<file path="src/rtl/mmio_devices.sv">
// Memory-mapped HEX/LEDR outputs, KEY/SW status registers with debouncing, and an interval timer.
// Optional: define MMIO_IRQ_EN to add the irq output and writable IE bits.
module mmio_devices #(
    parameter int                      DBITS     = 32,
    parameter int                      HEXDIGITS = 6,
    parameter int                      LEDRBITS  = 10,
    parameter int                      KEYBITS   = 4,
    parameter int                      SWBITS    = 10,
    parameter logic [HEXDIGITS*4-1:0]  HEXRESET  = 24'hFEDEAD,
    parameter int                      DEBOUNCE  = 500000,
    parameter int                      TICKDIV   = 50000,
    parameter logic [DBITS-1:0]        ADDRHEX   = 32'hFFFFF000,
    parameter logic [DBITS-1:0]        ADDRLEDR  = 32'hFFFFF020,
    parameter logic [DBITS-1:0]        ADDRKEY   = 32'hFFFFF080,
    parameter logic [DBITS-1:0]        ADDRSW    = 32'hFFFFF090,
    parameter logic [DBITS-1:0]        ADDRTIMER = 32'hFFFFF100
) (
    input  logic                     clk,
    input  logic                     reset,
    input  logic [DBITS-1:0]         addr,
    input  logic [DBITS-1:0]         wdata,
    input  logic                     we,
    input  logic                     re,
    output logic [DBITS-1:0]         rdata,
    output logic                     hit,
    input  logic [KEYBITS-1:0]       KEY,
    input  logic [SWBITS-1:0]        SW,
    output logic [HEXDIGITS*4-1:0]   HEX,
    output logic [LEDRBITS-1:0]      LEDR
`ifdef MMIO_IRQ_EN
    ,
    output logic                     irq
`endif
);

    localparam int HEXW = HEXDIGITS * 4;
    localparam int DBW  = $clog2(DEBOUNCE + 1);
    localparam int PW   = (TICKDIV > 1) ? $clog2(TICKDIV) : 1;
`ifdef MMIO_IRQ_EN
    localparam logic IE_EN = 1'b1;
`else
    localparam logic IE_EN = 1'b0;
`endif

    typedef struct packed {
        logic ie;
        logic ovr;
        logic rdy;
    } ctrl_t;

    // Flag update shared by all CTRL registers: clears first, then a new event wins.
    function automatic ctrl_t ctrl_next(ctrl_t c, logic wr, ctrl_t wv, logic rclr, logic evt);
        ctrl_t n;
        n = c;
        if (wr) begin
            n.rdy = c.rdy & wv.rdy;
            n.ovr = c.ovr & wv.ovr;
            n.ie  = IE_EN & wv.ie;
        end
        if (rclr)
            n.rdy = 1'b0;
        if (evt) begin
            if (n.rdy)
                n.ovr = 1'b1;
            n.rdy = 1'b1;
        end
        return n;
    endfunction

    function automatic logic [DBITS-1:0] ctrl_rd(ctrl_t c);
        logic [DBITS-1:0] r;
        r    = '0;
        r[0] = c.rdy;
        r[2] = c.ovr;
        r[8] = c.ie;
        return r;
    endfunction

    logic sel_hex, sel_ledr, sel_kdata, sel_kctrl, sel_sdata, sel_sctrl, sel_tcnt, sel_tlim, sel_tctl;
    assign sel_hex   = (addr == ADDRHEX);
    assign sel_ledr  = (addr == ADDRLEDR);
    assign sel_kdata = (addr == ADDRKEY);
    assign sel_kctrl = (addr == ADDRKEY + DBITS'(4));
    assign sel_sdata = (addr == ADDRSW);
    assign sel_sctrl = (addr == ADDRSW + DBITS'(4));
    assign sel_tcnt  = (addr == ADDRTIMER);
    assign sel_tlim  = (addr == ADDRTIMER + DBITS'(4));
    assign sel_tctl  = (addr == ADDRTIMER + DBITS'(8));
    assign hit = sel_hex | sel_ledr | sel_kdata | sel_kctrl | sel_sdata | sel_sctrl
               | sel_tcnt | sel_tlim | sel_tctl;

    ctrl_t wv;
    assign wv = '{ie: wdata[8], ovr: wdata[2], rdy: wdata[0]};

    logic [KEYBITS-1:0] key_s1, key_s2, kdata;
    logic [SWBITS-1:0]  sw_s1, sw_s2, sw_prev, sdata;
    logic [DBW-1:0]     sw_cnt, sw_cnt_next;
    logic [DBITS-1:0]   tcnt, tlim;
    logic [PW-1:0]      presc;
    ctrl_t              kctrl, sctrl, tctl;
    logic               key_evt, sw_load, tick, t_wrap, t_evt, wr_tcnt, wr_tlim;

    always_comb begin
        // NOTE: default first so no path leaves rdata unassigned (no latch).
        rdata = '0;
        if (sel_hex)        rdata[HEXW-1:0]     = HEX;
        else if (sel_ledr)  rdata[LEDRBITS-1:0] = LEDR;
        else if (sel_kdata) rdata[KEYBITS-1:0]  = kdata;
        else if (sel_kctrl) rdata               = ctrl_rd(kctrl);
        else if (sel_sdata) rdata[SWBITS-1:0]   = sdata;
        else if (sel_sctrl) rdata               = ctrl_rd(sctrl);
        else if (sel_tcnt)  rdata               = tcnt;
        else if (sel_tlim)  rdata               = tlim;
        else if (sel_tctl)  rdata               = ctrl_rd(tctl);
    end

    always_ff @(posedge clk) begin
        // NOTE: registers take non-blocking assignments so every block sees pre-edge values.
        if (reset) begin
            HEX  <= HEXRESET;
            LEDR <= '0;
        end else begin
            if (we && sel_hex)  HEX  <= wdata[HEXW-1:0];
            if (we && sel_ledr) LEDR <= wdata[LEDRBITS-1:0];
        end
    end

    // KEY is active-low on the pins; KDATA holds pressed=1.
    assign key_evt = (key_s2 != kdata);

    always_ff @(posedge clk) begin
        if (reset) begin
            key_s1 <= '0;
            key_s2 <= '0;
            kdata  <= '0;
            kctrl  <= '0;
        end else begin
            key_s1 <= ~KEY;
            key_s2 <= key_s1;
            if (key_evt) kdata <= key_s2;
            kctrl <= ctrl_next(kctrl, we & sel_kctrl, wv, re & sel_kdata, key_evt);
        end
    end

    // sw_cnt counts consecutive cycles the synced value has differed from SDATA unchanged.
    always_comb begin
        sw_cnt_next = '0;
        if (sw_s2 != sdata)
            sw_cnt_next = (sw_s2 == sw_prev) ? sw_cnt + DBW'(1) : DBW'(1);
        sw_load = (sw_cnt_next == DBW'(DEBOUNCE));
    end

    always_ff @(posedge clk) begin
        if (reset) begin
            sw_s1   <= '0;
            sw_s2   <= '0;
            sw_prev <= '0;
            sw_cnt  <= '0;
            sdata   <= '0;
            sctrl   <= '0;
        end else begin
            sw_s1   <= SW;
            sw_s2   <= sw_s1;
            sw_prev <= sw_s2;
            sw_cnt  <= sw_load ? '0 : sw_cnt_next;
            if (sw_load) sdata <= sw_s2;
            sctrl <= ctrl_next(sctrl, we & sel_sctrl, wv, re & sel_sdata, sw_load);
        end
    end

    assign wr_tcnt = we & sel_tcnt;
    assign wr_tlim = we & sel_tlim;
    assign tick    = (presc == PW'(TICKDIV - 1));
    assign t_wrap  = (tlim != '0) && (tcnt == tlim - DBITS'(1));
    assign t_evt   = tick & t_wrap & ~wr_tcnt & ~wr_tlim;

    always_ff @(posedge clk) begin
        if (reset) begin
            tcnt  <= '0;
            tlim  <= '0;
            presc <= '0;
            tctl  <= '0;
        end else begin
            if (wr_tlim) begin
                tlim  <= wdata;
                tcnt  <= '0;
                presc <= '0;
            end else if (wr_tcnt) begin
                tcnt  <= wdata;
                presc <= '0;
            end else begin
                presc <= tick ? '0 : presc + PW'(1);
                if (tick) tcnt <= t_wrap ? '0 : tcnt + DBITS'(1);
            end
            tctl <= ctrl_next(tctl, we & sel_tctl, wv, 1'b0, t_evt);
        end
    end

`ifdef MMIO_IRQ_EN
    always_ff @(posedge clk) begin
        if (reset)
            irq <= 1'b0;
        else
            irq <= (kctrl.rdy & kctrl.ie) | (sctrl.rdy & sctrl.ie) | (tctl.rdy & tctl.ie);
    end
`endif

endmodule

</file>
<file path="config.mk">
export PLATFORM = sky130hd
export DESIGN_NAME = mmio_devices
export DESIGN_NICKNAME = d
export VERILOG_FILES = /design/src/rtl/mmio_devices.sv
export SDC_FILE = /design/constraint.sdc
export NUM_CORES = 1
export LEC_CHECK = 0
export CAP_MARGIN = 30
export CORE_MARGIN = 2
export CORE_UTILIZATION = 55
export CTS_CLUSTER_DIAMETER = 60
export CTS_CLUSTER_SIZE = 24
export DETAILED_ROUTE_END_ITERATION = 8
export GPL_TIMING_DRIVEN = 0
export PLACE_DENSITY = 0.79
export SYNTH_ARGS = -nofsm -noshare
export SYNTH_HDL_FRONTEND = slang
export SYNTH_SLANG_ARGS = --single-unit
</file>
<file path="constraint.sdc">
create_clock -name clk -period 7.7 [get_ports clk]
set_input_delay 1.54 -clock clk [delete_from_list [all_inputs] [get_ports clk]]
set_output_delay 1.54 -clock clk [all_outputs]
set_load 0.005 [all_outputs]
</file>
==> After elaboration in Yosys (flattened, before gate mapping) <==
Cells that the tools add are included.
W data, S select, Z words.
{ "op_classes": {"n_addsub": 4, "multipliers": 0, "n_div": 0, "order_cmp": 0, "n_eq_ne": 15, "n_shift": 0, "mux": 37, "n_bitwise": 27, "n_reduce_logical": 9} }
{ "ops": {"columns": ["cell", "n"], "rows": [
  ["$mux W32", 12],
  ["$eq A32 B32 Y1 const B", 9],
  ["$mux W22", 2],
  ["$mux W19", 2],
  ["$add A32 B1 Y32 const B", 1],
  ["$eq A32 B32 Y1", 1],
  ["$reduce_bool A32 Y1", 1],
  ["$sub A32 B1 Y32 const B", 1],
  ["$mux W28", 1],
  ["$mux W24", 1],
  ["$mux W10", 2],
  ["$add A19 B1 Y19 const B", 1],
  ["$eq A19 B19 Y1 const B", 1],
  ["$add A16 B1 Y16 const B", 1],
  ["$and A1 B1 Y1", 16],
  ["$eq A16 B16 Y1 const B", 1],
  ["$eq A10 B10 Y1", 1],
  ["$mux W2", 5],
  ["$ne A10 B10 Y1", 1],
  ["$mux W9", 1],
  ["$mux W8", 1],
  ["$or A1 B1 Y1", 8],
  ["$mux W1", 7],
  ["$mux W3", 2],
  ["8 further kinds", 13]
]} }
{ "totals": {"reg_bits": 192, "latchBits": 0, "ramBits": 0, "rom_bits": 0, "wordCells": 112, "mem_count": 0} }

==> Longest topological paths before layout <==
Gate-level depths: netlist of run 1.
{ "logic_depth": {"ltp_word": 15, "mapped_depth": 14, "mapped_depth_nobuf": 11} }

==> Least setup slack after synthesis of run 1 <==
OpenSTA, ideal clock, no wires.
{ "synth_timing": {"kind": "input to output", "from": "input addr[11]", "to": "output rdata[2]", "arrival_ns": 3.713, "slack_ns": 2.447, "stages": 10, "path_cell_list": "nand4b_1 -> nor3_1 -> nand4_1 -> or4_1 -> or2_2 -> clkbuf_1 -> nor3_1 -> clkbuf_1 -> a22oi_1 -> nand2_1"} }
{ "synth_between": {"elab_chain_cells": 15, "word_cells_on_any_way": 23, "classes_between": "eq/ne: 9; mux: 14"} }
{ "synth_rtl": {"columns": ["item", "line", "rtl"], "rows": [
  ["from (decl)", "20", "input logic [DBITS-1:0] addr,"],
  ["$eq A32 B32 Y1", "88", "assign sel_tctl = (addr == ADDRTIMER + DBITS'(8));"],
  ["$mux W9", "114", "else if (sel_tctl) rdata = ctrl_rd(tctl);"],
  ["$mux W32", "113", "else if (sel_tlim) rdata = tlim;"],
  ["$mux W32", "112", "else if (sel_tcnt) rdata = tcnt;"],
  ["$mux W32", "111", "else if (sel_sctrl) rdata = ctrl_rd(sctrl);"],
  ["$mux W32", "110", "else if (sel_sdata) rdata[SWBITS-1:0] = sdata;"],
  ["$mux W32", "109", "else if (sel_kctrl) rdata = ctrl_rd(kctrl);"],
  ["$mux W32", "108", "else if (sel_kdata) rdata[KEYBITS-1:0] = kdata;"],
  ["$mux W32", "107", "else if (sel_ledr) rdata[LEDRBITS-1:0] = LEDR;"],
  ["$mux W32", "106", "if (sel_hex) rdata[HEXW-1:0] = HEX;"],
  ["$mux W10", "110", null],
  ["$mux W32", "109", null],
  ["$mux W4", "108", null],
  ["$mux W10", "107", null],
  ["$mux W24 *", "106", null],
  ["to (decl)", "24", "output logic [DBITS-1:0] rdata,"]
]} }
Every way passes the cells marked *; elsewhere a longest branch is shown, timed or not. The select of a mux whose other input is x is not followed.

==> Worst setup path in the final report of run 1 <==
{ "layout_timing": {"from": "input addr[31]", "to": "output rdata[11]"} }
{ "layout_between": {"elab_chain_cells": 14, "word_cells_on_any_way": 21, "classes_between": "eq/ne: 8; mux: 13"} }
{ "layout_rtl": {"columns": ["item", "line", "rtl"], "rows": [
  ["$eq A32 B32 Y1", "87", "assign sel_tlim = (addr == ADDRTIMER + DBITS'(4));"],
  ["$mux W32", "113", null],
  ["$mux W32", "112", null],
  ["$mux W32", "111", null],
  ["$mux W32", "110", null],
  ["$mux W32", "109", null],
  ["$mux W32", "108", null],
  ["$mux W32", "107", null],
  ["$mux W32", "106", null],
  ["$mux W22", "110", null],
  ["$mux W32", "109", null],
  ["$mux W28", "108", null],
  ["$mux W22", "107", null],
  ["$mux W24 *", "106", null]
]} }
Marks and branches as above.

==> results of run 1 <==
## placed cells by master (no fill, tap or decap), drive strengths merged, types with 8 or more instances in the layout
master / n
nand2: 242
dfxtp: 191
clkdlybuf4s50: 146
nor2: 104
a21oi: 99
clkbuf: 95
xnor2: 67
mux2i: 56
nor2b: 44
xor2: 42
nand3: 41
o21ai: 37
and3: 36
nor3: 33
nand4: 27
o22ai: 25
inv: 23
nand3b: 22
or4: 22
nor4: 13
buf: 13
or3: 9
o31ai: 9
nand2b: 8
and2: 8
## power by group through the flow
stage	logic [W]	clock network (W)	registers, W
4_1_cts	0.000184	0.000910	0.00103
5_1_grt	0.000201	0.000955	0.00103
3_5_place_dp	0.000183	0	0.00105
6_report	0.000187	0.000908	0.00103
3_3_place_gp	0.000180	0	0.00105
2_1_floorplan	0.000101	0	0.00104
## worst max-delay path, cell delays in order
cell and delay (ps):
sky130_fd_sc_hd__clkdlybuf4s50_1 460, sky130_fd_sc_hd__nand4b_1 100, sky130_fd_sc_hd__nor3_1 210, sky130_fd_sc_hd__nand4_1 280, sky130_fd_sc_hd__or4_1 520, sky130_fd_sc_hd__or2_2 290, sky130_fd_sc_hd__clkbuf_1 210, sky130_fd_sc_hd__nor3_1 630
sky130_fd_sc_hd__clkbuf_1 550, sky130_fd_sc_hd__nand2_1 110, sky130_fd_sc_hd__o21ai_0 170, sky130_fd_sc_hd__clkdlybuf4s50_1 580
## path summary, 6_finish.rpt
kind	end	slack [ps]	cells after the start
setup / recovery	rdata[11]	500	12
hold / removal	key_s2[3]$_SDFF_PP0_	440	1
setup reg to reg	tcnt[28]$_SDFFE_PP0P_	3640	13
hold reg to reg	key_s2[3]$_SDFF_PP0_	440	1
## flip-flops by register name (all words and copies together) (netlist names)
| register | count |
|---|---|
| kctrl | 2 |
| key_s2 | 4 |
| sw_prev | 10 |
| sw_cnt | 19 |
| sw_s1 | 10 |
| sctrl | 2 |
| tctl | 2 |
| HEX | 24 |
| tcnt | 32 |
| tlim | 32 |
| key_s1 | 4 |
| sdata | 10 |
| LEDR | 10 |
| sw_s2 | 10 |
| presc | 16 |
| kdata | 4 |
## final cells by class
cell class	instances	area, um2	share of cell area (%)
Buffer	88	374	2.91
Clock buffer	18	439	3.42
Clock inverter	14	163	1.27
Inverter	15	56.3	0.439
Multi-Input combinational cell	1027	6210	48.4
Sequential cell	191	3820	29.8
Tap cell	234	293	2.28
Timing Repair Buffer	148	1470	11.5
## through the flow
step	setup WS (ps)	cell area (um2)	total power, W
2_1_floorplan	2450	10500	0.00114
3_3_place_gp	734	12200	0.00123
3_5_place_dp	688	12200	0.00123
4_1_cts	696	12800	0.00212
5_1_grt	457	12800	0.00219
6_report	500	12800	0.00212
## metal layers
layer  GRT usage [%]  up-vias  wire, um
met4            15.4        0      1440
met1            45.3     4986     14300
met5               0        -         0
li1                -     4942         -
met3            6.63      105      3430
met2            55.3      592     15400
## cells by family after synthesis
family / after synthesis / share of synthesized area, %
flip-flops: 191 / 36.5
XOR/XNOR: 109 / 9.12
buffers and inverters: 103 / 4.11
AO/OA/AOI/OAI: 218 / 13.4
AND/OR/NAND/NOR: 635 / 30.4
multiplexers: 60 / 5.78
adder cells (fa/ha/maj): 5 / 0.598
==> results.md, run 1 <==
Outcome:
- The run finished with clean final reports.

CTS:
- The clock reaches the later pin of the worst-skew pair after 450 ps.
- Clock tree synthesis inserted a total of 17 buffers.
- The H-tree was split into 4 levels.
- The maximum count of clock buffers along a single path is 2.
- The number of buffers added for setup after CTS is 0.
- The count of instances resized after the clock tree is built is 0.
- The clock sink total is 191.
- The count of hold-fix buffers inserted at cts is 0.
- The clock transition at the registers of the reported paths is 80 ps.
- The clock root buffer is sky130_fd_sc_hd__clkbuf_16.
- TritonCTS built the clock tree.

Pwr:
- Combinational logic burns 8.8% of the power.
- The cell leakage power is 4.74 nW.
- The fraction of power spent switching nets is 27.2%.
- The share of total power dissipated in sequential elements is 48.4%.
- The net switching power figure is 0.000578 W.
- The internal power of the cells totals 0.00155 W.
- The clock network fraction of total power is 42.8%.
- For this design the ratio of total power to cell area is 165 mW/mm2.
- IR analysis of the VDD net gives a maximum drop of 178 uV.

Worst setup path:
- The peak fanout along the critical path is 10.
- The endpoint arrival time on the critical path is 5660 ps.
- The kind of critical path is input pin to primary output.
- The worst setup path is launched from an input pin.
- The launching point of the worst reg2reg path is tlim[3]$_SDFFE_PP0P_.
- The origin of the worst setup path is addr[31].
- The required time of the critical path is 6160 ps.
- The type of element capturing the critical path is a primary output.

Min path:
- The worst hold path begins at key_s1[3]$_SDFF_PP0_.
- The worst hold-check path type is flip-flop to flip-flop.

Placement:
- The number of placed instances with taps included is 1703.
- The wire-length estimate of the detail-placed layout is 25700 um.
- The routability congestion estimate is 0.997.
- Buffers placed on the I/O ports in this run total 146.

Drt:
- The first routing iteration left 1220 violations.
- The first-pass iteration count of the detailed router is 5.
- Summed over all layers, the routed wires come to 34600 um.
- The count of antenna-violating nets left after detailed routing is 0.
- The remaining routing DRC violations is 0.
- Detailed routing inserted a total of 10600 vias.
- The mean routed wirelength per cell is 19.9 um.
- The via density per instance is 6.12.

Global route:
- The first global-routing pass estimated 53600 um of wire.
- Global routing finished with a remaining overflow of 0.
- The via count of the first global-routing pass is 9883.
- The overall fraction of global-route tracks in use is 34.4%.
- Entering global routing, the biggest net connects 21 pins.
- The initial antenna violation count was 0.

Finish:
- For this run, the post-layout net count is 1575.
- 0 antenna diodes ended up in the layout.
- The number of cells in the finished layout apart from fillers is 1735.
- The layout overhead on the synthesized area is 22.6%.
- The proportion of layout cells with a drive suffix above 1 is 5.46%.
- Once layout is complete, the utilization of the core stands at 68.6%.
- After filler insertion, the fill cell instance count of the layout stands at 1576.

Yosys:
- The flip-flop and latch count after synthesis is 191.
- The library cell with the highest instance count after synthesis is sky130_fd_sc_hd__nand2_1.
- Yosys attributes the largest share of cell area to sky130_fd_sc_hd__dfxtp_1, sky130_fd_sc_hd__nand2_1, sky130_fd_sc_hd__xnor2_1.
- After synthesis, the netlist uses 64 different library cells.
- The synthesized design devotes to its leading area cell type 36.5% of total area.
- The most used flip-flop cell after synthesis is sky130_fd_sc_hd__dfxtp_1.
- The number of synthesized flops with an enable pin is 0.
- The synthesized area is 0.0105 mm2.
- After synthesis, the share of flip-flops with an asynchronous set or reset is 0%.
- The number of instances in the synthesized netlist is 1321.
- Counting instances in the post-synthesis netlist gives the leading cell types as sky130_fd_sc_hd__nand2_1, sky130_fd_sc_hd__dfxtp_1, sky130_fd_sc_hd__nor2_1.
- The mean cell area of the mapped netlist is 7.92 um2.
- After synthesis, flip-flops and latches occupy 36.5% of the total area.
- The cell taking the most area after synthesis is sky130_fd_sc_hd__dfxtp_1.
- The total number of yosys warnings is 0.
- The number of nets in the synthesized netlist is 1408.

Timing:
- Subtracting the final worst setup slack from the clock period gives 7200 ps.
- The part of the cycle the worst path needs is 93.5%.
- Setup repair after global routing left no endpoint under its margin.
- The number of pins exceeding their max-slew limit in the final report is 0.
- In the final timing run, aggregate negative setup slack is 0 ps.
- The actual slew at the worst max-slew pin is 1060 ps.
- The final setup violation count is 0.
- The worst slack on hold paths is 440 ps.
- The post-route clock skew is 9.16 ps.
- Based on the critical path, the design can be clocked at up to 139 MHz.
- The number of endpoints with negative hold slack in the final report is 0.
- Headroom to the max-slew limit came out at 29.3%.

Job:
- The max capacitance violation total is 0.

Die:
- The number of standard-cell rows in the floorplan is 50.
- In this run the vertical extent of the chip is 142 um.
- The full die area is 0.0202 mm2.
- Once the floorplan was initialized, standard cells occupied 56.0% of the core.
- The number of primary I/O pins is 149.
- The region available for standard cell placement spans 0.0187 mm2.
- From left edge to right edge, the die measures 142 um.
Note: power is estimated with default switching activity, not from simulation.
==> inputs of run 2 (changes only) <==
Settings changed: SKIP_CTS_REPAIR_TIMING set to 1.
==> results of run 2 <==
Same layout as run 1: the final DEF is identical, and so are final timing and power.
==> inputs of run 3 (changes only) <==
Settings changed: CTS_CLUSTER_DIAMETER 60 to not set.
==> results of run 3 <==
Same layout as run 1: the final DEF is identical, and so are final timing and power.
